<file path="config.mk">
export PLATFORM = sky130hd
export DESIGN_NAME = viterbi_frame_sequencer_flat
export DESIGN_NICKNAME = d
export VERILOG_FILES = /design/src/rtl/viterbi_frame_sequencer_if.sv /design/src/rtl/viterbi_frame_sequencer.sv /design/src/flat_wrapper.sv
export SDC_FILE = /design/constraint.sdc
export NUM_CORES = 1
export LEC_CHECK = 0
export BUFFER_PORTS_ARGS = -buffer_cell sky130_fd_sc_hd__buf_2
export CAP_MARGIN = 20
export CORE_AREA = 2 2 78 80
export CTS_BUF_LIST = sky130_fd_sc_hd__clkbuf_2 sky130_fd_sc_hd__clkbuf_4 sky130_fd_sc_hd__clkbuf_8
export CTS_CLUSTER_DIAMETER = 40
export CTS_CLUSTER_SIZE = 24
export DETAILED_ROUTE_END_ITERATION = 8
export DIE_AREA = 0 0 80 82
export MAX_ROUTING_LAYER = met4
export PLACE_DENSITY_LB_ADDON = 0.2
export SLEW_MARGIN = 20
export SYNTH_ARGS = -nofsm -noshare
export SYNTH_HDL_FRONTEND = slang
export SYNTH_SLANG_ARGS = --single-unit
export TNS_END_PERCENT = 30
</file>
<file path="constraint.sdc">
create_clock -name clk -period 2.1 [get_ports clk]
set_clock_uncertainty 0.05 [all_clocks]
set_input_delay 0.315 -clock clk [delete_from_list [all_inputs] [get_ports clk]]
set_output_delay 0.315 -clock clk [all_outputs]
set_load 0.02 [all_outputs]
</file>
<file path="src/rtl/viterbi_frame_sequencer_if.sv">
// Handshake and data bundle between the Viterbi frame sequencer and its neighbours:
// the demapper, the decoder chain stages and the downstream word consumer.
// The sequencer connects through the slave modport; the environment drives it through master.
interface viterbi_frame_sequencer_if #(
    parameter int W = 32
);
    logic         start;
    logic [3:0]   rate;
    logic [7:0]   n_words;
    logic         bit_in;
    logic         bit_valid;
    logic         bit_ready;
    logic         sv_bit;
    logic         sv_en;
    logic         chain_run;
    logic [3:0]   rate_o;
    logic         sv_done;
    logic         mc_done;
    logic         mem_re;
    logic         rb_done;
    logic [W-1:0] rb_bits;
    logic [W-1:0] word_out;
    logic         word_valid;
    logic         word_ready;
    logic         busy;
    logic         frame_done;
    logic         err;

    modport slave (
        input  start, rate, n_words, bit_in, bit_valid, sv_done, mc_done,
               rb_done, rb_bits, word_ready,
        output bit_ready, sv_bit, sv_en, chain_run, rate_o, mem_re,
               word_out, word_valid, busy, frame_done, err
    );

    modport master (
        output start, rate, n_words, bit_in, bit_valid, sv_done, mc_done,
               rb_done, rb_bits, word_ready,
        input  bit_ready, sv_bit, sv_en, chain_run, rate_o, mem_re,
               word_out, word_valid, busy, frame_done, err
    );
endinterface

</file>
<file path="src/rtl/viterbi_frame_sequencer.sv">
// Frame-level controller for the Viterbi decoder chain.
// The block admits coded bits and counts trellis steps. At the end of each traceback block
// it stalls the input and then sequences three steps: the min-cost search, the path-memory
// read and bit restoration. It hands each decoded word downstream over a valid/ready
// handshake, and runs n_words words per start.
// Optional build macro VITERBI_SEQ_WDOG_EN adds a watchdog on the WMC/WRB waits.
module viterbi_frame_sequencer #(
    parameter int TB_DEPTH = 32
`ifdef VITERBI_SEQ_WDOG_EN
    , parameter int WDOG_MAX = 1023
`endif
) (
    input logic                     clk,
    input logic                     reset,
    viterbi_frame_sequencer_if.slave bus
);
    localparam int STEP_W = $clog2(TB_DEPTH);

    typedef enum logic [2:0] {S_IDLE, S_ACQ, S_WMC, S_WRB, S_OUT} state_t;

    state_t                r_state, w_state_nxt;
    logic [STEP_W-1:0]     r_step;
    logic [7:0]            r_word;
    logic [7:0]            r_nwords;
    logic [3:0]            r_rate;
    logic                  r_err;
    logic                  r_sv_bit;
    logic                  r_sv_en;
    logic                  r_mem_re;
    logic                  r_word_valid;
    logic                  r_frame_done;
    logic [TB_DEPTH-1:0]   r_word_out;

    logic w_rate_ok, w_start_ok, w_start_bad, w_step_last;
    logic w_bit_ready, w_accept, w_step_evt, w_mc_evt, w_rb_evt;
    logic w_word_acc, w_last_word, w_wdog_hit;

    // Legal 802.11a RATE codes; every other code is rejected at start
    always_comb begin
        w_rate_ok = 1'b0;
        case (bus.rate)
            4'b1101, 4'b1111, 4'b0101, 4'b0111,
            4'b1001, 4'b1011, 4'b0001, 4'b0011: w_rate_ok = 1'b1;
            default:                            w_rate_ok = 1'b0;
        endcase
    end

    assign w_start_ok  = (r_state == S_IDLE) && bus.start && w_rate_ok && (bus.n_words != 8'd0);
    assign w_start_bad = (r_state == S_IDLE) && bus.start && !(w_rate_ok && (bus.n_words != 8'd0));
    assign w_step_last = (r_step == STEP_W'(TB_DEPTH - 1));
    assign w_accept    = w_bit_ready && bus.bit_valid;
    assign w_step_evt  = (r_state == S_ACQ) && bus.sv_done;
    assign w_mc_evt    = (r_state == S_WMC) && bus.mc_done && !w_wdog_hit;
    assign w_rb_evt    = (r_state == S_WRB) && bus.rb_done && !w_wdog_hit;
    assign w_word_acc  = (r_state == S_OUT) && r_word_valid && bus.word_ready;
    assign w_last_word = ((r_word + 8'd1) == r_nwords);

`ifdef VITERBI_SEQ_WDOG_EN
    logic [9:0] r_wdog;

    assign w_wdog_hit = ((r_state == S_WMC) || (r_state == S_WRB)) && (r_wdog == 10'(WDOG_MAX));

    // Watchdog counts cycles spent waiting on the chain and restarts on every state change
    always_ff @(posedge clk or negedge reset) begin
        if (!reset)
            r_wdog <= '0;
        else if (w_state_nxt != r_state)
            r_wdog <= '0;
        else if (((r_state == S_WMC) || (r_state == S_WRB)) && (r_wdog != 10'(WDOG_MAX)))
            r_wdog <= r_wdog + 10'd1;
    end
`else
    assign w_wdog_hit = 1'b0;
`endif

    // State register
    always_ff @(posedge clk or negedge reset) begin
        if (!reset) r_state <= S_IDLE;
        else        r_state <= w_state_nxt;
    end

    // Next state and input-ready; bit_ready drops combinationally on the block-closing step
    always_comb begin
        w_state_nxt = r_state;
        w_bit_ready = 1'b0;
        case (r_state)
            S_IDLE: if (w_start_ok) w_state_nxt = S_ACQ;
            S_ACQ: begin
                w_bit_ready = 1'b1;
                if (bus.sv_done && w_step_last) begin
                    w_bit_ready = 1'b0;
                    w_state_nxt = S_WMC;
                end
            end
            S_WMC:  if (bus.mc_done) w_state_nxt = S_WRB;
            S_WRB:  if (bus.rb_done) w_state_nxt = S_OUT;
            S_OUT:  if (r_word_valid && bus.word_ready)
                        w_state_nxt = w_last_word ? S_IDLE : S_ACQ;
            default: w_state_nxt = S_IDLE;
        endcase
        if (w_wdog_hit) w_state_nxt = S_IDLE;
    end

    // Datapath: frame parameters, counters, bit register, strobes and the output word
    always_ff @(posedge clk or negedge reset) begin
        if (!reset) begin
            r_step       <= '0;
            r_word       <= '0;
            r_nwords     <= '0;
            r_rate       <= '0;
            r_err        <= 1'b0;
            r_sv_bit     <= 1'b0;
            r_sv_en      <= 1'b0;
            r_mem_re     <= 1'b0;
            r_word_valid <= 1'b0;
            r_frame_done <= 1'b0;
            r_word_out   <= '0;
        end else begin
            r_sv_en      <= w_accept;
            r_mem_re     <= w_mc_evt;
            r_frame_done <= w_word_acc && w_last_word;
            if (w_accept) r_sv_bit <= bus.bit_in;

            if (w_start_ok) begin
                r_rate   <= bus.rate;
                r_nwords <= bus.n_words;
                r_step   <= '0;
                r_word   <= '0;
                r_err    <= 1'b0;
            end else if (w_start_bad || w_wdog_hit) begin
                r_err <= 1'b1;
            end

            if (w_step_evt) r_step <= w_step_last ? '0 : r_step + STEP_W'(1);

            if (w_rb_evt) begin
                r_word_out   <= bus.rb_bits;
                r_word_valid <= 1'b1;
            end
            if (w_word_acc) begin
                r_word_valid <= 1'b0;
                r_word       <= r_word + 8'd1;
            end
            if (w_wdog_hit) r_word_valid <= 1'b0;
        end
    end

    assign bus.bit_ready  = w_bit_ready;
    assign bus.sv_bit     = r_sv_bit;
    assign bus.sv_en      = r_sv_en;
    assign bus.chain_run  = (r_state != S_IDLE);
    assign bus.busy       = (r_state != S_IDLE);
    assign bus.rate_o     = r_rate;
    assign bus.mem_re     = r_mem_re;
    assign bus.word_out   = r_word_out;
    assign bus.word_valid = r_word_valid;
    assign bus.frame_done = r_frame_done;
    assign bus.err        = r_err;
endmodule

</file>
<file path="src/flat_wrapper.sv">
// flat-port wrapper written by rule: the top's interface ports become plain ports
module viterbi_frame_sequencer_flat 
#(
    parameter int TB_DEPTH = 32

)
  (clk, reset, bus_start, bus_rate, bus_n_words, bus_bit_in, bus_bit_valid, bus_sv_done, bus_mc_done, bus_rb_done, bus_rb_bits, bus_word_ready, bus_bit_ready, bus_sv_bit, bus_sv_en, bus_chain_run, bus_rate_o, bus_mem_re, bus_word_out, bus_word_valid, bus_busy, bus_frame_done, bus_err);
  viterbi_frame_sequencer_if bus_i ();
  input logic clk;
  input logic reset;
  input wire logic [$bits(bus_i.start)-1:0] bus_start;
  input wire logic [$bits(bus_i.rate)-1:0] bus_rate;
  input wire logic [$bits(bus_i.n_words)-1:0] bus_n_words;
  input wire logic [$bits(bus_i.bit_in)-1:0] bus_bit_in;
  input wire logic [$bits(bus_i.bit_valid)-1:0] bus_bit_valid;
  input wire logic [$bits(bus_i.sv_done)-1:0] bus_sv_done;
  input wire logic [$bits(bus_i.mc_done)-1:0] bus_mc_done;
  input wire logic [$bits(bus_i.rb_done)-1:0] bus_rb_done;
  input wire logic [$bits(bus_i.rb_bits)-1:0] bus_rb_bits;
  input wire logic [$bits(bus_i.word_ready)-1:0] bus_word_ready;
  output wire logic [$bits(bus_i.bit_ready)-1:0] bus_bit_ready;
  output wire logic [$bits(bus_i.sv_bit)-1:0] bus_sv_bit;
  output wire logic [$bits(bus_i.sv_en)-1:0] bus_sv_en;
  output wire logic [$bits(bus_i.chain_run)-1:0] bus_chain_run;
  output wire logic [$bits(bus_i.rate_o)-1:0] bus_rate_o;
  output wire logic [$bits(bus_i.mem_re)-1:0] bus_mem_re;
  output wire logic [$bits(bus_i.word_out)-1:0] bus_word_out;
  output wire logic [$bits(bus_i.word_valid)-1:0] bus_word_valid;
  output wire logic [$bits(bus_i.busy)-1:0] bus_busy;
  output wire logic [$bits(bus_i.frame_done)-1:0] bus_frame_done;
  output wire logic [$bits(bus_i.err)-1:0] bus_err;
  assign bus_i.start = bus_start;
  assign bus_i.rate = bus_rate;
  assign bus_i.n_words = bus_n_words;
  assign bus_i.bit_in = bus_bit_in;
  assign bus_i.bit_valid = bus_bit_valid;
  assign bus_i.sv_done = bus_sv_done;
  assign bus_i.mc_done = bus_mc_done;
  assign bus_i.rb_done = bus_rb_done;
  assign bus_i.rb_bits = bus_rb_bits;
  assign bus_i.word_ready = bus_word_ready;
  assign bus_bit_ready = bus_i.bit_ready;
  assign bus_sv_bit = bus_i.sv_bit;
  assign bus_sv_en = bus_i.sv_en;
  assign bus_chain_run = bus_i.chain_run;
  assign bus_rate_o = bus_i.rate_o;
  assign bus_mem_re = bus_i.mem_re;
  assign bus_word_out = bus_i.word_out;
  assign bus_word_valid = bus_i.word_valid;
  assign bus_busy = bus_i.busy;
  assign bus_frame_done = bus_i.frame_done;
  assign bus_err = bus_i.err;
  viterbi_frame_sequencer #(.TB_DEPTH(TB_DEPTH)) u_core (.clk(clk), .reset(reset), .bus(bus_i));
endmodule
</file>
==> summary.md <==
| Metric | Value |
|---|---|
| Clock transition at the registers of the reported paths | `approximately 0.080 ns` |
| Flip-flop and latch count after synthesis | `66` |
| Avg WL per Cell | `14.2 microns` |
| VDD IR max | `0.000593 V` |
| Setup slack, reg-to-reg | `0.24 ns` |
| Drt pass-1 iters | `4` |
| Sw frac | `29.2%` |
| Hold Path Cell Cnt | `2` |
| Worst-path fanout max | `3` |
| Syn Nets | `284` |
| First-pass GRT wire length | `9780 microns` |
| Sequential share of power | `45.1%` |
| Post-route total power | `0.00354 W` |
| Critical path capture point type | `output pin` |
| Synth cell count leaders | `66 x dfrtp_1, 47 x mux2_2, 13 x nor2_1` |
| Full die area | `0.00656 sq mm` |
| Vias | `2166` |
| RSZ-0062 raised after global routing | `false` |
| Reg-to-Reg End | `u_core.bus.sv_bit` |
| Setup-failing EPs final | `0` |
| Kind of critical path | `flip-flop to output pin` |
| WHS Endpoint | `u_core.bus.word_out[22]` |
| Synth area leader | `dfrtp_1` |
| Vias in the first global route | `2225` |
| Pwr Density | `929 mW/mm^2` |
| Synth top area share | `56.7%` |
| Count leader, synth | `dfrtp_1` |
| Routed Antenna Nets | `0` |
| Worst Min Path Start | `bus_rb_bits[22]` |
| Worst path arrival time | `1.69 ns` |
| Final instance area | `0.00381 sq mm` |
| Initial core utilization | `between 50% and 60%` |
| Post-DP Area | `0.00354 sq mm` |
| Routed Wire Length | `5980 microns` |
| Layout area overhead | `30.7%` |
| Clock tree from TritonCTS | `done` |
| Syn avg cell area | `12.8 sq um` |
| Fin Hold WS | `about 0.15 ns` |
| Critical path startpoint category | `flip-flop` |
| Post-synth ARST share | `100%` |
| Net Switching | `0.00103 W` |
| Inserted Diodes | `0` |
| Clk pwr share | `around a third` |
| DR iter-0 viols | `196` |
| Vias per cell | `5.16` |
| Residual DRC count | `0` |
| Yosys warns | `0` |
| Internal Pwr Total | `roughly 0.0025 W` |
| Slew @ Worst Pin | `0.410 ns` |
| Max Cap Viol | `0` |
| CTS root buf | `clkbuf_8` |
| CTS Buf Count | `9` |
| Logic gate share of total power | `23.4%` |
| Core ar. | `0.00575 sq mm` |
| Clock Path Buffers | `2` |
| Overflow after GRT | `0` |
| Proportion of layout cells with a drive suffix above 1 | `52.8%` |
| FMAX | `488 MHz` |
| Die W | `about 80 microns` |
| Hold Vio Cnt, Final | `0` |
| Initial antenna violation count | `0` |
| Worst Hold Class | `primary input to flip-flop` |
| Num Clock Sinks | `between 60 and 70` |
| Core Util, Final | `66.3%` |
| Top Ports | `98` |
| Register area | `0.00165 sq mm` |
| Predominant post-synthesis flop cell | `dfrtp_1` |
| Status | `finished clean` |
| Syn Inst Count | `228` |
| I/O Buffers | `97` |
| Slew margin rel. | `between 70% and 80%` |
| Leak | `2.00 nW` |
| GR Util All Layers | `20.4%` |
| Final HPWL DP | `4200 microns` |
| Fillers | `474` |
| Seq/Total Area, Yosys | `56.7%` |
| Number of core rows | `28` |
| Placer congestion estimate | `0.829` |
| Fin. max-slew vios | `0` |
| RR Startpoint | `u_core.r_step[1]` |
| Required time of the critical path | `1.74 ns` |
| Post-synth EDFFs | `0` |
| Setup_tns | `0 ns` |
| Final net count | `396` |
| Distinct cells, synth | `40` |
| Reg2Reg Depth | `7` |
| H-tree depth | `3` |
| Worst-Skew Late Latency | `0.34 ns` |
| Syn Std Cell Area | `0.00291 sq mm` |
| Die outline height | `roughly 82 microns` |
| Min cycle time layout | `around 2.1 ns` |
| Area of the multi-input gates | `0.00122 sq mm` |
| Final worst-path cycle share | `97.6%` |
| Largest net degree at the start of global routing | `67` |
| Largest cells by area after synthesis | `dfrtp_1 57%, mux2_2 18%, xnor2_1 2.7%` |
## cell families after synthesis
| family | share of synthesized area, % |
|---|---|
| mux | 18.2 |
| simple gates | 10.8 |
| flops | 56.7 |
| xor+xnor | 4.21 |
| fa+ha+maj | 1.29 |
| compound gates | 6.53 |
| buf+inv | 2.36 |
## metal layers
layer | track usage [%] | routed length [microns]
met5 | - | 0
met4 | 9.66 | 97
met3 | 5.16 | 329
met2 | 32.8 | 2940
met1 | 24.4 | 2610
## critical path, cell delays in order (launching register included)
cell     delay [ns]
dfrtp_1        0.41
ha_2           0.20
and3_4         0.18
ha_4           0.17
nand2_4        0.07
and3b_2        0.20
buf_6          0.12
## worst max-delay path by stage
stage / depth (start not counted) / end / from
floorplan: 7 / u_core.bus.sv_bit / u_core.r_step[0]
global placement: 7 / u_core.r_word[5] / bus_n_words[5]
detailed placement: 7 / u_core.r_word[5] / bus_n_words[1]
CTS: 6 / bus_bit_ready / u_core.r_step[0]
global route: 6 / bus_bit_ready / u_core.r_step[1]
finish: 6 / bus_bit_ready / u_core.r_step[1]
## sequential cells by signal, indices dropped and copies added (netlist names)
register               flops
u_core.r_nwords            8
u_core.r_word              8
u_core.r_step              5
u_core.bus.sv_bit          1
u_core.bus.word_valid      1
u_core.r_state             3
u_core.bus.word_out       32
u_core.bus.sv_en           1
u_core.bus.rate_o          4
u_core.bus.frame_done      1
u_core.bus.mem_re          1
u_core.bus.err             1
## layout by cell type (no fill, tap or decap), types with 5 or more instances in the layout
cell type and count:
buf_2 96, buf_4 10, clkbuf_8 11, dfrtp_1 66
mux2_2 47, nand2_1 10, nand3_1 11, nor2_1 13
o21ai_0 11, xnor2_1 9, xor2_1 5
## final cells by class
class,instances,share of cell area [%]
Clock buffer,11,3.98
Sequential cell,66,43.4
Clock inverter,5,1.61
Inverter,3,0.296
Tap cell,75,2.46
Timing Repair Buffer,110,16.2
Multi-Input combinational cell,150,32.1
## stage by stage
stage,worst slack [ns],std cells
3_5_place_dp,0.102,401
3_3_place_gp,0.178,401
5_1_grt,0.00482,420
2_1_floorplan,0.115,228
6_report,0.0499,420
4_1_cts,0.0197,419
## power groups by stage
| stage | clock [W] | combinational (W) | sequential, W |
|---|---|---|---|
| 6_report | 0.00112 | 0.000826 | 0.00160 |
| 3_3_place_gp | 0 | 0.000773 | 0.00161 |
| 4_1_cts | 0.00115 | 0.000821 | 0.00159 |
| 3_5_place_dp | 0 | 0.000794 | 0.00161 |
| 5_1_grt | 0.00119 | 0.000924 | 0.00162 |
| 2_1_floorplan | 0 | 0.000465 | 0.00168 |
## what timing repair did
action,CTS,global route
pin swaps,0,2
buffers inserted,1,1
gates cloned,0,0
setup endpoints to repair,1,1
resized for setup,6,3
hold buffers,1,0
hold endpoints to repair,66,0
Note: power is estimated with default switching activity, not from simulation.
